<file path="src/rtl/serial_pkg.sv">
// Shared definitions for the serial link.
// Line levels and states are common to TX and RX.
package serial_pkg;

  typedef enum logic [1:0] {
    IDLE  = 2'd0,
    START = 2'd1,
    DATA  = 2'd2,
    STOP  = 2'd3
  } tx_state_t;

  localparam logic LINE_IDLE = 1'b1;
  localparam logic START_BIT = 1'b0;
  localparam logic STOP_BIT  = 1'b1;

  // Width of a counter holding 0..n-1, never below 1 bit.
  function automatic int cnt_w(input int n);
    return (n > 1) ? $clog2(n) : 1;
  endfunction

endpackage

</file>
<file path="src/rtl/serial_tx_bit_timer.sv">
// Bit period timer: counts clocks within one line bit.
// tick marks the last cycle, tick_next foretells it.
module bit_timer #(
  parameter int CLKS_PER_BIT = 4
) (
  input  logic CLK,
  input  logic RST,
  input  logic clear,
  output logic tick,
  output logic tick_next
);
  import serial_pkg::*;

  localparam int CW = cnt_w(CLKS_PER_BIT);
  localparam int PRE_I =
    (CLKS_PER_BIT > 1) ? CLKS_PER_BIT - 2 : 0;
  localparam logic [CW-1:0] LAST = CW'(CLKS_PER_BIT - 1);
  localparam logic [CW-1:0] PRE  = CW'(PRE_I);
  localparam logic ONE_CLK = (CLKS_PER_BIT == 1);

  logic [CW-1:0] cnt_q;
  logic [CW-1:0] cnt_d;

  assign tick = (cnt_q == LAST);

  // A wrap or clear restarts at 0, which is the last
  // cycle only when a bit lasts a single clock.
  assign tick_next = (clear || tick) ? ONE_CLK
                                     : (cnt_q == PRE);

  // Next count: restart on clear or bit boundary.
  always_comb begin
    cnt_d = cnt_q + CW'(1);
    if (clear || tick) begin
      cnt_d = '0;
    end
  end

  // Count register with synchronous reset.
  always_ff @(posedge CLK) begin
    if (RST) begin
      cnt_q <= '0;
    end else begin
      cnt_q <= cnt_d;
    end
  end

endmodule

</file>
<file path="src/rtl/serial_tx.sv">
// Framed serial transmitter: start, data LSB first, stop.
// All outputs are flops; the line idles high.
module serial_tx #(
  parameter int DATA_W       = 8,
  parameter int CLKS_PER_BIT = 4
) (
  input  logic              CLK,
  input  logic              RST,
  input  logic [DATA_W-1:0] data_in,
  input  logic              valid,
  output logic              ready,
  output logic              tx,
  output logic              busy,
  output logic              done
);
  import serial_pkg::*;

  localparam int BW = $clog2(DATA_W + 1);
  localparam logic [BW-1:0] LAST_BIT = BW'(DATA_W - 1);

  tx_state_t state_q;
  tx_state_t state_d;

  logic tx_q;
  logic tx_d;
  logic ready_q;
  logic ready_d;
  logic busy_q;
  logic busy_d;
  logic done_q;
  logic done_d;

  logic [DATA_W-1:0] shreg_q;
  logic [DATA_W-1:0] shreg_d;
  logic [BW-1:0]     bit_q;
  logic [BW-1:0]     bit_d;

  logic timer_clr;
  logic tick;
  logic tick_next;

  // Hold the timer at 0 while idle so a frame starts fresh.
  assign timer_clr = (state_q == IDLE);

  bit_timer #(
    .CLKS_PER_BIT(CLKS_PER_BIT)
  ) u_timer (
    .CLK      (CLK),
    .RST      (RST),
    .clear    (timer_clr),
    .tick     (tick),
    .tick_next(tick_next)
  );

  // Next state and next registered outputs.
  always_comb begin
    state_d = state_q;
    tx_d    = tx_q;
    ready_d = ready_q;
    busy_d  = busy_q;
    shreg_d = shreg_q;
    bit_d   = bit_q;

    unique case (state_q)
      IDLE: begin
        tx_d    = LINE_IDLE;
        ready_d = 1'b1;
        busy_d  = 1'b0;
        bit_d   = '0;
        if (valid && ready_q) begin
          state_d = START;
          shreg_d = data_in;
          tx_d    = START_BIT;
          ready_d = 1'b0;
          busy_d  = 1'b1;
        end
      end
      START: begin
        if (tick) begin
          state_d = DATA;
          tx_d    = shreg_q[0];
        end
      end
      DATA: begin
        if (tick) begin
          shreg_d = shreg_q >> 1;
          bit_d   = bit_q + BW'(1);
          if (bit_q == LAST_BIT) begin
            state_d = STOP;
            tx_d    = STOP_BIT;
          end else begin
            tx_d = shreg_d[0];
          end
        end
      end
      STOP: begin
        if (tick) begin
          state_d = IDLE;
          tx_d    = LINE_IDLE;
          ready_d = 1'b1;
          busy_d  = 1'b0;
        end
      end
      default: begin
        state_d = IDLE;
        tx_d    = LINE_IDLE;
        ready_d = 1'b1;
        busy_d  = 1'b0;
      end
    endcase

    // done is registered, so raise it one cycle ahead:
    // when the coming cycle is the last stop cycle.
    done_d = (state_d == STOP) && tick_next;
  end

  // FSM, datapath and output registers.
  always_ff @(posedge CLK) begin
    if (RST) begin
      state_q <= IDLE;
      tx_q    <= LINE_IDLE;
      ready_q <= 1'b1;
      busy_q  <= 1'b0;
      done_q  <= 1'b0;
      shreg_q <= '0;
      bit_q   <= '0;
    end else begin
      state_q <= state_d;
      tx_q    <= tx_d;
      ready_q <= ready_d;
      busy_q  <= busy_d;
      done_q  <= done_d;
      shreg_q <= shreg_d;
      bit_q   <= bit_d;
    end
  end

  assign tx    = tx_q;
  assign ready = ready_q;
  assign busy  = busy_q;
  assign done  = done_q;

endmodule
</file>
<file path="config.mk">
export PLATFORM = sky130hd
export DESIGN_NAME = serial_tx
export DESIGN_NICKNAME = d
export VERILOG_FILES = /design/src/rtl/serial_pkg.sv /design/src/rtl/serial_tx_bit_timer.sv /design/src/rtl/serial_tx.sv
export SDC_FILE = /design/constraint.sdc
export NUM_CORES = 1
export LEC_CHECK = 0
export BUFFER_PORTS_ARGS = -buffer_cell sky130_fd_sc_hd__buf_2
export CORE_MARGIN = 2
export CORE_UTILIZATION = 25
export DETAILED_ROUTE_END_ITERATION = 12
export HOLD_SLACK_MARGIN = 0.05
export PLACE_DENSITY_LB_ADDON = 0.3
export SLEW_MARGIN = 20
export SYNTH_ARGS = -nofsm -noshare
export SYNTH_HDL_FRONTEND = slang
export SYNTH_SLANG_ARGS = --single-unit
</file>
<file path="constraint.sdc">
create_clock -name CLK -period 1.3 [get_ports CLK]
set_clock_uncertainty 0.1 [all_clocks]
set_input_delay 0.325 -clock CLK [delete_from_list [all_inputs] [get_ports CLK]]
set_output_delay 0.325 -clock CLK [all_outputs]
set_load 0.01 [all_outputs]
</file>
==> flow_metrics.tcl, run 1 <==
set metrics [dict create \
    grt_pass1_wl_um 4298 \
    setup_tns_after_final_layout_ps -1037 \
    synth_top_flop_cell "dfxtp_1" \
    clk_transition_reported_paths_ps 80 \
    largest_net_degree_at_the_start_of_global_routing 19 \
    yosys.area.top_type_share 0.3898 \
    netlist-cell-type-count 35 \
    power.density_cell_area_nw_per_um2 937.8 \
    syn_inst 108 \
    core-area_um2 3971 \
    die_width_um 68.10 \
    tritoncts.num_buffers 3 \
    post-synth-top-area-cell "dfxtp_1" \
    ys.warnings.count 0 \
    endpoint_kind "register" \
    clk_latency_ps 260 \
    fp-row-count 23 \
    fin_util 0.3812 \
    tritoncts_clock_tree "yes" \
    hold_path_startpoint "RST" \
    cts_max_path_buffers 2 \
    pins_over_their_slew_limit 0 \
    power.switching_fraction 0.2663 \
    mean_instance_size_in_the_synthesized_netlist_um2 9.511 \
    timing.critical_path.from_type "register" \
    dpl.cell_count 181 \
    drt_pre_antenna_iters 4 \
    synth.top_cells.by_area "dfxtp_1 39%, a211oi_1 4.4%, a2111oi_0 4.3%, mux2i_1 3.9%, ha_1 3.7%" \
    route.detailed.vias_per_inst 4.930 \
    syn_nets 122 \
    status "complete, but fails checks" \
    wirelength_um 2648 \
    worst_slew_pin_slew_ps 360.3 \
    total_inserted_antenna_cells 0 \
    grt_pass1_vias 902 \
    gp_congestion 0.8218 \
    antenna_found_initial 0 \
    finalSetupViolCount 13 \
    io-pin-count 15 \
    fin_ws_ps -125.3 \
    max-vdd-ir-drop_mv 0.7338 \
    post-place-ws_ps -190.0 \
    grt_remaining_overflow 0 \
    hold_path.class "in -> reg" \
    arrival_ps 1490 \
    holdBufCountCts 0 \
    die-height_um 68.10 \
    finalInstanceArea_um2 1514 \
    total_switching_power_w 0.0003781 \
    timing.slew.headroom 0.7564 \
    power.combinational.fraction 0.185 \
    synthArstFlopShare 0 \
    mappedNetlistArea_um2 1027 \
    die-area_um2 4638 \
    setup.reg_to_reg.worst_slack_ps -130 \
    track_usage 0.1236 \
    dpl.hpwl_um 1863 \
    starting_density 0.2587 \
    internal-power_w 0.001042 \
    seq_area_frac_synth 0.3898 \
    clock_tree.htree_level_count 1 \
    final_antenna_net_count 0 \
    setup.worst_path.class "reg -> reg" \
    sink_count 20 \
    finalHoldViolCount 0 \
    wire_per_inst_um 14.31 \
    synth_edf_count 0 \
    via_count 912 \
    unrepaired_setup_endpoints_after_global_routing "true" \
    place_area_um2 1304 \
    final_cell_count_no_fill 185 \
    f_max_ghz 0.7016 \
    timing.rr.start "state_q[1]$_SDFF_PP0_" \
    ctsRootBufferMaster "clkbuf_8" \
    min_to "shreg_q[1]$_SDFFE_PP0P_" \
    portBuffers 14 \
    drt_first_iter_violations 32 \
    drive_above_1_share 0.5111 \
    clock_power_share 0.345 \
    layout_worst_path_cycle_share 1.096 \
    critical_path_required_ps 1360 \
    sequentialPowerShare 0.470 \
    worst_r2r_path_depth 4 \
    min_period_ps 1425 \
    post_cts_buffers 0 \
    drc 0 \
    areaGrowthSynthToFinish_pct 47.38 \
    min_delay_path_depth 2 \
    maxCapViolCount 0 \
    leakage_power_of_the_design_nw 0.5540 \
    destination_of_the_worst_register_to_register_timing_path "tx$_SDFFE_PP1P_" \
    yosys_register_bits 20 \
    worst-path-max-fanout 17 \
    failing_checks "negative setup slack" \
    finish.net_count 150 \
]
-- worst max path at each step --
| stage | endpoint | startpoint | depth (start not counted) |
|---|---|---|---|
| 2_1_floorplan | tx$_SDFFE_PP1P_ | state_q[1]$_SDFF_PP0_ | 5 |
| 3_3_place_gp | shreg_q[2]$_SDFFE_PP0P_ | u_timer.cnt_q[1]$_SDFF_PP0_ | 5 |
| 3_5_place_dp | shreg_q[2]$_SDFFE_PP0P_ | u_timer.cnt_q[1]$_SDFF_PP0_ | 5 |
| 4_1_cts | bit_q[2]$_SDFFE_PP0P_ | u_timer.cnt_q[0]$_SDFF_PP0_ | 4 |
| 5_1_grt | tx$_SDFFE_PP1P_ | state_q[1]$_SDFF_PP0_ | 4 |
| 6_report | tx$_SDFFE_PP1P_ | state_q[1]$_SDFF_PP0_ | 4 |
-- cells in the mapped netlist (all sizes together), types with 2 or more instances --
cell     count
a2111oi      5
a211oi       6
a21boi       2
a21oi        6
a31o         5
buf          6
clkbuf       4
dfxtp       20
ha           3
inv          6
mux2         3
mux2i        4
nand2        4
nand3        2
nand3b       3
nand4        2
nor2         4
nor3         2
o21ai        7
or3          2
or4b         2
-- sequential cells by signal, indices dropped and copies added (netlist names) --
| register | count |
|---|---|
| bit_q | 4 |
| tx | 1 |
| ready | 1 |
| busy | 1 |
| u_timer.cnt_q | 2 |
| shreg_q | 8 |
| done | 1 |
| state_q | 2 |
-- critical path: stages (launching register included) --
cell,delay (ps)
dfxtp_4,440
buf_12,170
nor2_4,50
or3_4,400
o32a_1,160
-- power by group through the flow --
| stage | logic [W] | registers [W] | clock network (W) |
|---|---|---|---|
| 2_1_floorplan | 0.000114 | 0.000682 | 0 |
| 3_3_place_gp | 0.000200 | 0.000681 | 0 |
| 3_5_place_dp | 0.000204 | 0.000683 | 0 |
| 4_1_cts | 0.000238 | 0.000667 | 0.000511 |
| 5_1_grt | 0.000284 | 0.000671 | 0.000531 |
| 6_report | 0.000263 | 0.000668 | 0.000490 |
-- placed cells by master, fill, tap and decap left out, types with 2 or more instances in the layout --
master	count
dfxtp_1	16
buf_4	16
buf_2	14
inv_1	6
a2111oi_4	5
a211oi_2	5
o21ai_0	5
a31o_1	4
a21oi_1	4
clkbuf_8	4
mux2i_1	3
mux2_2	3
nand2_1	3
dfxtp_2	3
nand3b_1	2
o21ai_1	2
a21boi_0	2
a21oi_2	2
nand4_1	2
nor2_2	2
nor3_1	2
nand3_1	2
ha_1	2
buf_12	2
-- routing by layer --
| metal | routed length [um] | up-vias | share of wire | track usage |
|---|---|---|---|---|
| li1 | - | 457 | - | - |
| met1 | 1177 | 437 | 0.44 | 0.1510 |
| met2 | 1376 | 18 | 0.52 | 0.2184 |
| met3 | 94 | 0 | 0.035 | 0.03618 |
| met4 | 0 | 0 | 0 | 0.01750 |
| met5 | 0 | - | 0 | 0 |
-- logic make-up after synthesis --
| group | count (synthesis) | share of synthesized area |
|---|---|---|
| fa+ha+maj | 3 | 0.03654 |
| flops | 20 | 0.3898 |
| mux | 7 | 0.07186 |
| compound gates | 37 | 0.2558 |
| simple gates | 25 | 0.1535 |
| buf+inv | 16 | 0.09256 |
-- metrics by stage --
stage                power, W  hold WS, ps
finish               0.001420        362.7
global route         0.001486        380.3
CTS                  0.001415        317.2
detailed placement  0.0008873        361.9
global placement    0.0008814        346.6
floorplan           0.0007960        316.0
-- timing repair --
action | 4_1_cts | 5_1_grt
pin swaps | 13 | 7
resized for setup | 19 | 10
hold endpoints to repair | 0 | 0
endpoints found under the setup margin | 15 | 17
gates cloned | 0 | 0
-- area by class of cell --
cell class / instances / area [um^2]
fillers: 411 / 2457
repair buffers: 33 / 241.5
well taps: 50 / 62.56
inverters: 6 / 22.52
multi-input cells: 72 / 724.4
flip-flops and latches: 20 / 407.9
clock buffers: 4 / 55.05
Note: power is estimated with default switching activity, not from simulation.
==> run 2, diff against run 1 <==
--- a/config.mk
+++ b/config.mk
@@ -6,7 +6,7 @@
 export NUM_CORES = 1
 export LEC_CHECK = 0
 export BUFFER_PORTS_ARGS = -buffer_cell sky130_fd_sc_hd__buf_2
-export CORE_MARGIN = 2
+export CORE_MARGIN = 5
 export CORE_UTILIZATION = 25
 export DETAILED_ROUTE_END_ITERATION = 12
 export HOLD_SLACK_MARGIN = 0.05
==> run 2 against run 1 <==
Compared with the run above:
- the flow still finishes with violations (negative setup slack)
- final area is 9.8% higher
- worst setup slack worse by 39 ps
- combinational power is 13% higher
==> flow_metrics.tcl, run 2 (synthesis results as in run 1) <==
set metrics [dict create \
    status "complete, but fails checks" \
    registers.top_by_ff_count "shreg_q" \
    tritoncts_clock_tree "yes" \
    worst_slew_pin_slew_ps 452.2 \
    total_switching_power_w 0.0003931 \
    critical-path-slowest-cell "or4b_4" \
    pins_over_their_slew_limit 0 \
    multi_input_comb_area_um2 784.5 \
    critPathMaxStageDelay_ps 530 \
    worst-path-max-fanout 9 \
    wire_per_inst_um 15.22 \
    ctsRootBufferMaster "clkbuf_8" \
    maxCapViolCount 0 \
    power.switching_fraction 0.2694 \
    areaGrowthSynthToFinish_pct 61.75 \
    holdBufCountCts 0 \
    timing.slew.headroom 0.6986 \
    starting_density 0.2568 \
    wirelength_um 2923 \
    power.total_w 0.001459 \
    f_max_ghz 0.6828 \
    seq_area_um2 410.4 \
    drt_first_iter_violations 26 \
    finish.net_count 157 \
    drive_above_1_share 0.5493 \
    fin_ws_ps -164.5 \
    worst_setup_path_endpoint "bit_q[2]$_SDFFE_PP0P_" \
    fp-row-count 23 \
    die_width_um 74.10 \
    critical_path_required_ps 1400 \
    setup.worst_path.class "reg -> reg" \
    layout_worst_path_cycle_share 1.127 \
    final_antenna_net_count 0 \
    reg.largest.list "shreg_q: 8 flops, bit_q: 4 flops" \
    gp_congestion 0.7113 \
    cts_max_path_buffers 2 \
    drc 0 \
    mostFrequentLayoutCells "16 x dfxtp_1, 16 x buf_4, 13 x buf_2, 9 x buf_6, 7 x o21ai_0" \
    route.detailed.vias_per_inst 4.927 \
    clk_latency_ps 260 \
    drt_pre_antenna_iters 4 \
    destination_of_the_worst_register_to_register_timing_path "bit_q[2]$_SDFFE_PP0P_" \
    endpoint_kind "register" \
    setup_tns_after_final_layout_ps -727.7 \
    grt_pass1_wl_um 4505 \
    power.combinational.fraction 0.203 \
    arrival_ps 1570 \
    clock_tree.htree_level_count 1 \
    io-pin-count 15 \
    dpl.hpwl_um 1828 \
    grt_pass1_vias 917 \
    max-vdd-ir-drop_mv 0.3884 \
    setup.reg_to_reg.worst_slack_ps -160 \
    die-height_um 74.10 \
    hold_path.class "reg -> reg" \
    total_inserted_antenna_cells 0 \
    via_count 946 \
    die-area_um2 5491 \
    worst_r2r_path_depth 4 \
    antenna_found_initial 0 \
    num-fill-cells 376 \
    track_usage 0.1051 \
    tritoncts.num_buffers 3 \
    unrepaired_setup_endpoints_after_global_routing "true" \
    failing_checks "negative setup slack" \
    power.density_cell_area_nw_per_um2 878.1 \
    crit_start "u_timer.cnt_q[0]$_SDFF_PP0_" \
    clock_power_share 0.334 \
    grt_remaining_overflow 0 \
    sink_count 20 \
    portBuffers 14 \
    clk_transition_reported_paths_ps 80 \
    largest_net_degree_at_the_start_of_global_routing 18 \
    timing.critical_path.from_type "register" \
    core-area_um2 4000 \
    internal-power_w 0.001066 \
    min_period_ps 1465 \
    leakage_power_of_the_design_nw 0.6051 \
    sequentialPowerShare 0.463 \
    timing.rr.start "u_timer.cnt_q[0]$_SDFF_PP0_" \
    finalSetupViolCount 10 \
    crit_chain "ha_4, nand2_8, or4b_4, a21oi_2" \
    finalHoldViolCount 0 \
    max_ffs_per_register 8 \
]
## run 2: worst min-delay path by stage
stage,from,to,cells past startpoint
after floorplan,u_timer.cnt_q[0]$_SDFF_PP0_,u_timer.cnt_q[0]$_SDFF_PP0_,1
after global placement,shreg_q[3]$_SDFFE_PP0P_,shreg_q[3]$_SDFFE_PP0P_,2
after detailed placement,shreg_q[4]$_SDFFE_PP0P_,shreg_q[4]$_SDFFE_PP0P_,2
after CTS,RST,busy$_SDFFE_PP0P_,2
after global routing,data_in[4],shreg_q[4]$_SDFFE_PP0P_,4
final,shreg_q[3]$_SDFFE_PP0P_,shreg_q[3]$_SDFFE_PP0P_,2
## run 2: power by group through the flow
stage / combinational (W) / sequential (W) / clock (W)
after floorplan: 0.000114 / 0.000682 / 0
after global placement: 0.000195 / 0.000685 / 0
after detailed placement: 0.000197 / 0.000687 / 0
after CTS: 0.000238 / 0.000671 / 0.000503
after global routing: 0.000317 / 0.000679 / 0.000523
final: 0.000296 / 0.000676 / 0.000487
## run 2: area by class of cell
cell class / count / area share
multi-input combinational: 72 / 0.4721
sequential: 20 / 0.2470
timing repair buffer: 40 / 0.1965
tap: 50 / 0.03765
clock buffer: 4 / 0.03313
inverter: 6 / 0.01355
## run 2: per-stage QoR
step / hold WS, ps / cell area [um^2] / instances / utilization / setup slack [ps]
finish: 373.3 / 1662 / 192 / 0.4154 / -164.5
global route: 382.7 / 1662 / 192 / 0.4154 / -230.2
global placement: 352.6 / 1276 / 179 / 0.3190 / -168.5
detailed placement: 358.9 / 1276 / 179 / 0.3190 / -181.3
CTS: 347.3 / 1468 / 185 / 0.3669 / -144.9
floorplan: 316.0 / 1082 / 108 / - / -20.83
## run 2: critical path, delay by kind of cell (launching register included)
| family | cells | cell delay (ps) |
|---|---|---|
| AOI/OAI and AO/OA | 1 | 120 |
| adders and majority gates | 1 | 200 |
| DFF | 1 | 350 |
| and+or+nand+nor | 2 | 630 |
## run 2: metal layers
metal  part of all wire  global-route usage  wire (um)
met3              0.039             0.02027        113
met2               0.47              0.1526       1379
met1               0.48              0.1518       1402
met5                  0                   0          0
met4             0.0096             0.04225         28
## run 2: what timing repair did
action                     CTS  global route
buffers inserted             2             7
setup endpoints to repair   17            18
gates cloned                 0             0
pin swaps                   12             7
resized for setup           24            22
